**config.mk**
```make
export PLATFORM = sky130hd
export DESIGN_NAME = vigna_bus_arbiter
export DESIGN_NICKNAME = d
export VERILOG_FILES = /design/src/rtl/vigna_bus_pkg.sv /design/src/rtl/vigna_arb_pick.sv /design/src/rtl/vigna_bus_arbiter.sv
export SDC_FILE = /design/constraint.sdc
export NUM_CORES = 1
export LEC_CHECK = 0
export CAP_MARGIN = 15
export CORE_AREA = 2 2 119 121
export CTS_BUF_LIST = sky130_fd_sc_hd__clkbuf_8 sky130_fd_sc_hd__clkbuf_16
export DETAILED_ROUTE_END_ITERATION = 6
export DIE_AREA = 0 0 121 123
export HOLD_SLACK_MARGIN = 0.05
export PLACE_DENSITY_LB_ADDON = 0.12
export SLEW_MARGIN = 20
export SYNTH_ARGS = -nofsm -noshare
export SYNTH_HDL_FRONTEND = slang
export SYNTH_SLANG_ARGS = --single-unit
export TNS_END_PERCENT = 1
```
**constraint.sdc**
```tcl
create_clock -name clk -period 2.2 [get_ports clk]
set_input_delay 0.44 -clock clk [delete_from_list [all_inputs] [get_ports clk]]
set_output_delay 0.44 -clock clk [all_outputs]
set_load 0.01 [all_outputs]
```
**src/rtl/vigna_bus_pkg.sv**
```systemverilog
// rtl/vigna_bus_pkg.sv - shared types and constants for the vigna bus arbiter
// Purpose: arbiter state encoding and port identifiers used by the top level
//          and the winner-select sub-module.
// Ports:   none (package).
package vigna_bus_pkg;

  typedef enum logic [1:0] {
    IDLE    = 2'd0,
    GRANT_I = 2'd1,
    GRANT_D = 2'd2
  } state_e;

  localparam logic PORT_I = 1'b0;
  localparam logic PORT_D = 1'b1;

endpackage

```
**src/rtl/vigna_arb_pick.sv**
```systemverilog
// rtl/vigna_arb_pick.sv - combinational winner select for the vigna bus arbiter
// Purpose: decides whether any request is pending and which port wins.
// Ports:   i_valid, d_valid - request lines from the core ports
//          last             - port most recently granted (PORT_I / PORT_D)
//          grant            - at least one request pending
//          port             - winning port id (PORT_I / PORT_D)
import vigna_bus_pkg::*;

module vigna_arb_pick #(
  parameter int RR_MODE = 0
) (
  input  logic i_valid,
  input  logic d_valid,
  input  logic last,
  output logic grant,
  output logic port
);

  always_comb begin
    grant = i_valid | d_valid;
    port  = PORT_D;
    if (i_valid && !d_valid) begin
      port = PORT_I;
    end else if (i_valid && d_valid && (RR_MODE != 0)) begin
      // Round-robin: on a tie the port not served last wins.
      port = (last == PORT_D) ? PORT_I : PORT_D;
    end
  end

endmodule

```
**src/rtl/vigna_bus_arbiter.sv**
```systemverilog
// rtl/vigna_bus_arbiter.sv - two-to-one instruction/data bus arbiter with timeout
// Purpose: shares one memory port between the core's instruction and data
//          ports, registering the granted request and optionally aborting a
//          transaction whose slave never answers.
// Ports:   clk, resetn                     - clock, async active-low reset
//          i_valid/i_ready/i_addr/i_rdata/i_wdata/i_wstrb - instruction port
//          d_valid/d_ready/d_addr/d_rdata/d_wdata/d_wstrb - data port
//          m_valid/m_ready/m_addr/m_rdata/m_wdata/m_wstrb - shared memory port
//          bus_err                          - one-cycle pulse after a timeout abort
import vigna_bus_pkg::*;

module vigna_bus_arbiter #(
  parameter int RR_MODE = 0,
  parameter int TIMEOUT = 0
) (
  input  logic        clk,
  input  logic        resetn,

  input  logic        i_valid,
  output logic        i_ready,
  input  logic [31:0] i_addr,
  output logic [31:0] i_rdata,
  input  logic [31:0] i_wdata,
  input  logic [3:0]  i_wstrb,

  input  logic        d_valid,
  output logic        d_ready,
  input  logic [31:0] d_addr,
  output logic [31:0] d_rdata,
  input  logic [31:0] d_wdata,
  input  logic [3:0]  d_wstrb,

  output logic        m_valid,
  input  logic        m_ready,
  output logic [31:0] m_addr,
  input  logic [31:0] m_rdata,
  output logic [31:0] m_wdata,
  output logic [3:0]  m_wstrb,

  output logic        bus_err
);

  // Counter value seen in the TIMEOUT-th cycle of a grant.
  localparam logic [31:0] TO_LAST = 32'(TIMEOUT - 1);

  state_e      state_q, state_d;
  logic        last_q, last_d;
  logic [31:0] cnt_q, cnt_d;
  logic        m_valid_q, m_valid_d;
  logic [31:0] m_addr_q, m_addr_d;
  logic [31:0] m_wdata_q, m_wdata_d;
  logic [3:0]  m_wstrb_q, m_wstrb_d;
  logic        bus_err_q, bus_err_d;

  logic        pick_grant;
  logic        pick_port;
  logic        in_grant;
  logic        timeout_hit;
  logic        done;
  logic [31:0] resp_rdata;

  vigna_arb_pick #(
    .RR_MODE (RR_MODE)
  ) u_pick (
    .i_valid (i_valid),
    .d_valid (d_valid),
    .last    (last_q),
    .grant   (pick_grant),
    .port    (pick_port)
  );

  assign in_grant    = (state_q != IDLE);
  assign timeout_hit = (TIMEOUT != 0) && in_grant && (cnt_q == TO_LAST) && !m_ready;
  assign done        = in_grant && (m_ready || timeout_hit);
  // An aborted transaction returns zero rather than whatever the bus floats.
  assign resp_rdata  = timeout_hit ? 32'h0 : m_rdata;

  assign i_ready = (state_q == GRANT_I) && (m_ready || timeout_hit);
  assign d_ready = (state_q == GRANT_D) && (m_ready || timeout_hit);
  assign i_rdata = (state_q == GRANT_I) ? resp_rdata : 32'h0;
  assign d_rdata = (state_q == GRANT_D) ? resp_rdata : 32'h0;

  assign m_valid = m_valid_q;
  assign m_addr  = m_addr_q;
  assign m_wdata = m_wdata_q;
  assign m_wstrb = m_wstrb_q;
  assign bus_err = bus_err_q;

  always_comb begin
    state_d   = state_q;
    last_d    = last_q;
    cnt_d     = cnt_q;
    m_valid_d = m_valid_q;
    m_addr_d  = m_addr_q;
    m_wdata_d = m_wdata_q;
    m_wstrb_d = m_wstrb_q;
    bus_err_d = timeout_hit;

    unique case (state_q)
      IDLE: begin
        // m_ready is ignored here: nothing is outstanding.
        if (pick_grant) begin
          m_valid_d = 1'b1;
          cnt_d     = 32'h0;
          if (pick_port == PORT_D) begin
            m_addr_d  = d_addr;
            m_wdata_d = d_wdata;
            m_wstrb_d = d_wstrb;
            state_d   = GRANT_D;
          end else begin
            m_addr_d  = i_addr;
            m_wdata_d = i_wdata;
            m_wstrb_d = i_wstrb;
            state_d   = GRANT_I;
          end
        end
      end
      GRANT_I, GRANT_D: begin
        if (!m_ready) begin
          cnt_d = cnt_q + 32'h1;
        end
        // Requester valid is not consulted: a granted transaction always
        // runs to completion on the memory side.
        if (done) begin
          m_valid_d = 1'b0;
          last_d    = (state_q == GRANT_D) ? PORT_D : PORT_I;
          state_d   = IDLE;
        end
      end
      default: begin
        m_valid_d = 1'b0;
        state_d   = IDLE;
      end
    endcase
  end

  always_ff @(posedge clk or negedge resetn) begin
    if (!resetn) begin
      state_q   <= IDLE;
      last_q    <= PORT_I;
      cnt_q     <= 32'h0;
      m_valid_q <= 1'b0;
      m_addr_q  <= 32'h0;
      m_wdata_q <= 32'h0;
      m_wstrb_q <= 4'h0;
      bus_err_q <= 1'b0;
    end else begin
      state_q   <= state_d;
      last_q    <= last_d;
      cnt_q     <= cnt_d;
      m_valid_q <= m_valid_d;
      m_addr_q  <= m_addr_d;
      m_wdata_q <= m_wdata_d;
      m_wstrb_q <= m_wstrb_d;
      bus_err_q <= bus_err_d;
    end
  end

endmodule

```
**Word-level counts from Yosys, hierarchy flattened**

Cells that the tools add are included.

- Equal/unequal tests: 4
- Multiplexer cells: 12
- Bitwise logic cells: 1
- Reductions and logical operators: 10

Operators with widths:

| kind | count |
|---|---|
| $mux W32 | 4 |
| $mux W2 | 3 |
| $logic_and A1 B1 Y1 | 4 |
| $mux W4 | 1 |
| $ne A2 B2 Y1 const B | 2 |
| $pmux W2 S2 | 1 |
| $reduce_and A2 Y1 | 2 |
| $eq A2 B1 Y1 const B | 1 |
| $eq A2 B2 Y1 const B | 1 |
| $logic_not A2 Y1 | 1 |
| $mux W1 | 2 |
| $pmux W1 S2 | 1 |
| $reduce_bool A2 Y1 | 1 |
| $reduce_or A2 Y1 | 1 |
| $logic_not A1 Y1 | 1 |
| $or A1 B1 Y1 | 1 |

- Flip-flop bits (word level): 71
- Bits of input ports: 173
- Output and inout port bits: 136

**Longest topological paths before layout**

- Depth after elaboration: 5
- Gate-level depth with buffers: 7
- Gate-level depth less buffers: 5

**By module**

A second synthesis with hierarchy kept.

- Cell total of the unflattened synthesis: 394
- Area total of the unflattened synthesis: 3853.7 sq um

Modules (own cells, without submodules):

| module | times used | cells each | area each (sq um) | seq. area each (sq um) |
|---|---|---|---|---|
| vigna_bus_arbiter | 1 | 392 | 3841.2 | 1801.7 |
| vigna_arb_pick | 1 | 2 | 12.5 | 0.0 |

**Least setup slack after synthesis**

Ideal clock, no wire load.

- Path type: flip-flop to output port
- Start point: reg state_q[1]
- End point: out i_rdata[31]
- Data arrival time: 1.075 ns
- Required time: 1.760 ns
- Path slack: 0.685 ns
- Cell stages (with the launch flop): 5
- Path buffers: 1
- Path through: dfrtp_1 > inv_1 > ha_1 > clkbuf_1 > and2_1

- Longest elaborated chain between the ends: 2

RTL lines:

| element | line | RTL |
|---|---|---|
| start: declaration | vigna_bus_arbiter.sv:46 | `state_e state_q, state_d;` |
| start signal: assignment | vigna_bus_arbiter.sv:148 | `state_q <= state_d;` |
| $eq A2 B1 Y1 | n/a |  |
| $mux W32 | vigna_bus_arbiter.sv:80 | `assign i_rdata = (state_q == GRANT_I) ? resp_rdata : 32'h0;` |
| end: declaration | vigna_bus_arbiter.sv:22 | `output logic [31:0] i_rdata,` |

No other way between the ends.

**Worst setup path after layout**

- Start point: reg state_q[1]
- End point: out i_rdata[5]

The elaborated chain is that of the path after synthesis.

==> reports/results.env <==
COUNT_LEADER_SYNTH='sky130_fd_sc_hd__nand3_1'
TIMING.CRITICAL_PATH.BUF_INV=3
SYNTH_TOP_AREA_SHARE=0.4201
TIMING.REG2REG.SETUP_SLACK_NS=0.52
CRITICAL_PATH_ARRIVAL_NS=1.59
DRT_ITER0_MARKERS=160
CRITPATHMAXFANOUT=16
FINAL_NET_COUNT=945
ANTENNA_VIOLATIONS_BEFORE_REPAIR=1
CAP_VIOL_MAX_COUNT=0
WORST_R2R_PATH_DEPTH=7
CORE_UM2=13610
SWITCHING_SHARE=0.3914
POWER_FRAC_CLOCK=0.164
LAYOUT_WORST_PATH_CYCLE_SHARE=0.9222
HOLDCRITPATHCLASS='flip-flop to flip-flop'
GRT_MAX_DEGREE=70
FINAL_HOLD_VIOL_COUNT=0
CRIT_PATH_END_KIND='output port'
FINALSETUPVIOLCOUNT=0
GRT_SETUP_UNREPAIRED='false'
AREA.GROWTH.SYNTH_TO_FINAL_PCT=83.88
FMAX_MHz=492.9
SYNTH_ENABLE_FLOP_CELLS=0
WORST_SETUP_HOLD_PATH_CLK_SLEW_NS=0.05
ASYNC_FLOP_SHARE=1.000
MOST_USED_FLIP_FLOP_CELL_AFTER_SYNTHESIS='sky130_fd_sc_hd__dfrtp_1'
LKG_PWR_nW=3.638
POWER.IR.VDD_WORST_uV=746.0
NETLIST_AREA_UM2=4229
GLOBAL_ROUTE.OVERFLOW_TOTAL=0
WORST_SETUP_PATH_STARTPOINT='state_q[1]'
VIA_PER_INSTANCE_RATIO=4.812
POWER_FRAC_SEQ=0.252
SYNTH-SEQ-CELLS=71
ROUTED-VIA-COUNT=4591
POWER.SHARE.COMBINATIONAL=0.585
DRT-PASS1-ITER-COUNT=4
POST_DETAILED_ROUTE_COUNT_OF_ANTENNA_VIOLATING_NETS=0
OUTCOME='completed'
GPL.FINAL_WEIGHTED_CONGESTION=0.8344
POWER_SWITCHING_mW=3.586
FLOORPLAN.DIE_AREA_UM2=14880
IO_BUFFERS=307
CLOCK_TREE_SKEW_AFTER_FINAL_LAYOUT_NS=0.008567
AVGROUTEDWIREPERCELL_UM=16.96
WORSTREG2REGEND='m_wstrb[3]'
GLOBAL_ROUTE_USAGE_OVER_ALL_LAYERS=0.2058
FIRST_PASS_GRT_WIRE_LENGTH_UM=23920
SLEW_VIOL_FINAL=0
SYNTHESIS.NETS=650
POSTSYNTHCELLCOUNT=473
SYNTH.TOP_CELLS.BY_COUNT='sky130_fd_sc_hd__nand3_1, sky130_fd_sc_hd__nand2_1, sky130_fd_sc_hd__dfrtp_1'
CLK_ROOT_BUFFER_CELL='sky130_fd_sc_hd__clkbuf_16'
TRITONCTS='yes'
IOS=309
LAYOUT.CORE_UTILIZATION=0.5713
CRIT_FAMILY='buffers and inverters'
CRITICAL_PATH_CELL_COUNT=5
DRT_WL_TOTAL_UM=16180
NETLIST_TOP_CELLS_AREA='sky130_fd_sc_hd__dfrtp_1, sky130_fd_sc_hd__nand3_1, sky130_fd_sc_hd__nand3_2'
POWER_PER_CELL_AREA_nW_PER_UM2=1178
SEQ_AREA_FRAC_SYNTH=0.4201
CRITICAL_PATH.ENDPOINT='i_rdata[5]'
FIN_WORST_HOLD_SLACK_NS=0.4758
WORST-ENDPOINT-REQUIRED_NS=1.76
SYNTH.AVG_CELL_AREA_UM2=8.941
WORST_SKEW_PAIR.LATE_LATENCY_NS=0.33
CTS_INSERTED_BUFFERS=9
DETAIL_ROUTE.DRC_VIOLATIONS=0
HTREE_LEVELS=3
PATH_CELLS='inv_2 -> ha_4 -> clkbuf_16 -> and2_1 -> dlygate4sd2_1'
SYNTHDISTINCTLIBCELLS=27
DIEHEIGHT_UM=123
FRACTION_OF_FINAL_LAYOUT_CELLS_SIZED_BEYOND_DRIVE_STRENGTH_1=0.1242
FILLERINSTANCES=1263
FIRST_GLOBAL_VIAS=4453
INTERNAL-POWER_mW=5.576
CELL_TYPE_CONTRIBUTING_THE_MOST_TOTAL_CELL_AREA_AFTER_SYNTHESIS='sky130_fd_sc_hd__dfrtp_1'
START_UTIL=0.3107
KIND_OF_CRITICAL_PATH='flip-flop to output port'
FINALCRITICALPERIOD_NS=2.029
TOTAL_NUMBER_OF_YOSYS_WARNINGS=0
CRIT_PATH_MAX_INCR_DELAY_NS=0.44
SLOWEST_STAGE='sky130_fd_sc_hd__dfrtp_2'
DP.FINAL_HPWL_UM=11780
WORST_SETUP_PATH_START_KIND='flip-flop'
PLACEMENT_ROWS=43
CTSLONGESTPATHBUFFERS=2
CHIPWIDTH_UM=121
WORSTREG2REGSTART='state_q[1]'
CLOCK_SINK_COUNT=71
[final cells by class]
type / instances / area, um^2 / share of cell area
multi-input combinational: 356 / 2151 / 0.2766
antenna: 1 / 2.502 / 0.0003218
timing repair buffer: 327 / 3299 / 0.4243
clock buffer: 11 / 252.7 / 0.03250
inverter: 3 / 11.26 / 0.001448
clock inverter: 5 / 56.30 / 0.007241
tap: 180 / 225.2 / 0.02896
sequential: 71 / 1778 / 0.2286
[metrics by stage]
stage               setup TNS [ns]  power (mW)  std cells  setup slack, ns  cell area (um^2)
finish                           0       9.162        954           0.1711              7776
global route                     0       9.832        954           0.1028              7776
CTS                         -1.427       9.144        950          -0.1485              7662
detailed placement               0       7.778        933           0.1062              7412
global placement                 0       7.668        933           0.1069              7412
floorplan                        0       4.986        473           0.6853              4229
[power groups by stage]
stage / Clock, mW / Sequential [mW] / Combinational, mW
2_1_floorplan: 0 / 2.58 / 2.41
3_3_place_gp: 0 / 2.28 / 5.39
3_5_place_dp: 0 / 2.31 / 5.47
4_1_cts: 1.54 / 2.30 / 5.30
5_1_grt: 1.61 / 2.39 / 5.84
6_report: 1.50 / 2.31 / 5.36
[state kept, by name, summed over array words and instances (netlist names)]
register  flops
m_addr       32
m_wdata      32
m_wstrb       4
state_q       2
m_valid       1
[layout by cell type (no fill, tap or decap), drive strengths merged]
cell type      synthesis  layout
nand2                 76      76
a22oi                  1       1
conb                   1       1
o211ai                 1       1
a21oi                  2       2
dlygate4sd3            0       1
nand2b                 1       1
o21ai                  2       2
a2bb2oi                1       1
ha                     4       4
dlymetal6s2s           0      11
a32oi                  5       5
clkinv                 0       2
clkdlybuf4s50          0     239
clkbuf                10      13
nand3                190     190
nand3b                 1       1
dlygate4sd2            0      55
nor2                   1       1
dfrtp                 71      71
diode                  0       1
inv                    3       5
and2                  67      67
nor2b                  2       2
buf                   33      19
bufinv                 0       1
a21o                   1       1
[tightest hold or removal path: stages (launching register included)]
cell and delay, ns:
sky130_fd_sc_hd__dfrtp_1 0.34, sky130_fd_sc_hd__nand2_1 0.05, sky130_fd_sc_hd__nand2_1 0.05
[metal layers]
layer	track usage	routed length, um	vias to the layer above	share of wire
met4	0.08285	422	0	0.026
met3	0.06273	1302	27	0.080
li1	-	-	2196	-
met2	0.3532	7810	206	0.48
met5	0	0	-	0
met1	0.2402	6644	2162	0.41
[logic make-up (layout without fill, tap and decap cells)]
| group | Yosys count | count (layout) | share of synthesized area |
|---|---|---|---|
| AND/OR/NAND/NOR | 338 | 338 | 0.4607 |
| flip-flops | 71 | 71 | 0.4201 |
| buffers and inverters | 46 | 346 | 0.08136 |
| AO/OA/AOI/OAI | 13 | 13 | 0.02515 |
| adder cells (fa/ha/maj) | 4 | 4 | 0.01183 |
| other | 1 | 2 | 0.0008867 |
[what timing repair did]
action / 4_1_cts / 5_1_grt
gates resized for setup: 56 / 17
buffers inserted: 0 / 1
cloned: 0 / 2
setup endpoints to repair: 66 / 11
pin swaps: 0 / 0
hold endpoints to repair: 18 / 0
hold buffers: 1 / 0
[how the worst min path moves through the flow]
stage	start	end	slack [ns]	depth (start not counted)
after floorplan	resetn	m_addr[0]	0.14	0
after global placement	resetn	m_wdata[6]	0.35	1
after CTS	m_addr[26]	m_addr[26]	0.48	2
after detailed placement	resetn	m_wdata[6]	0.35	1
after global routing	m_addr[25]	m_addr[25]	0.49	2
final	m_addr[26]	m_addr[26]	0.48	2
Note: power is estimated with default switching activity, not from simulation.
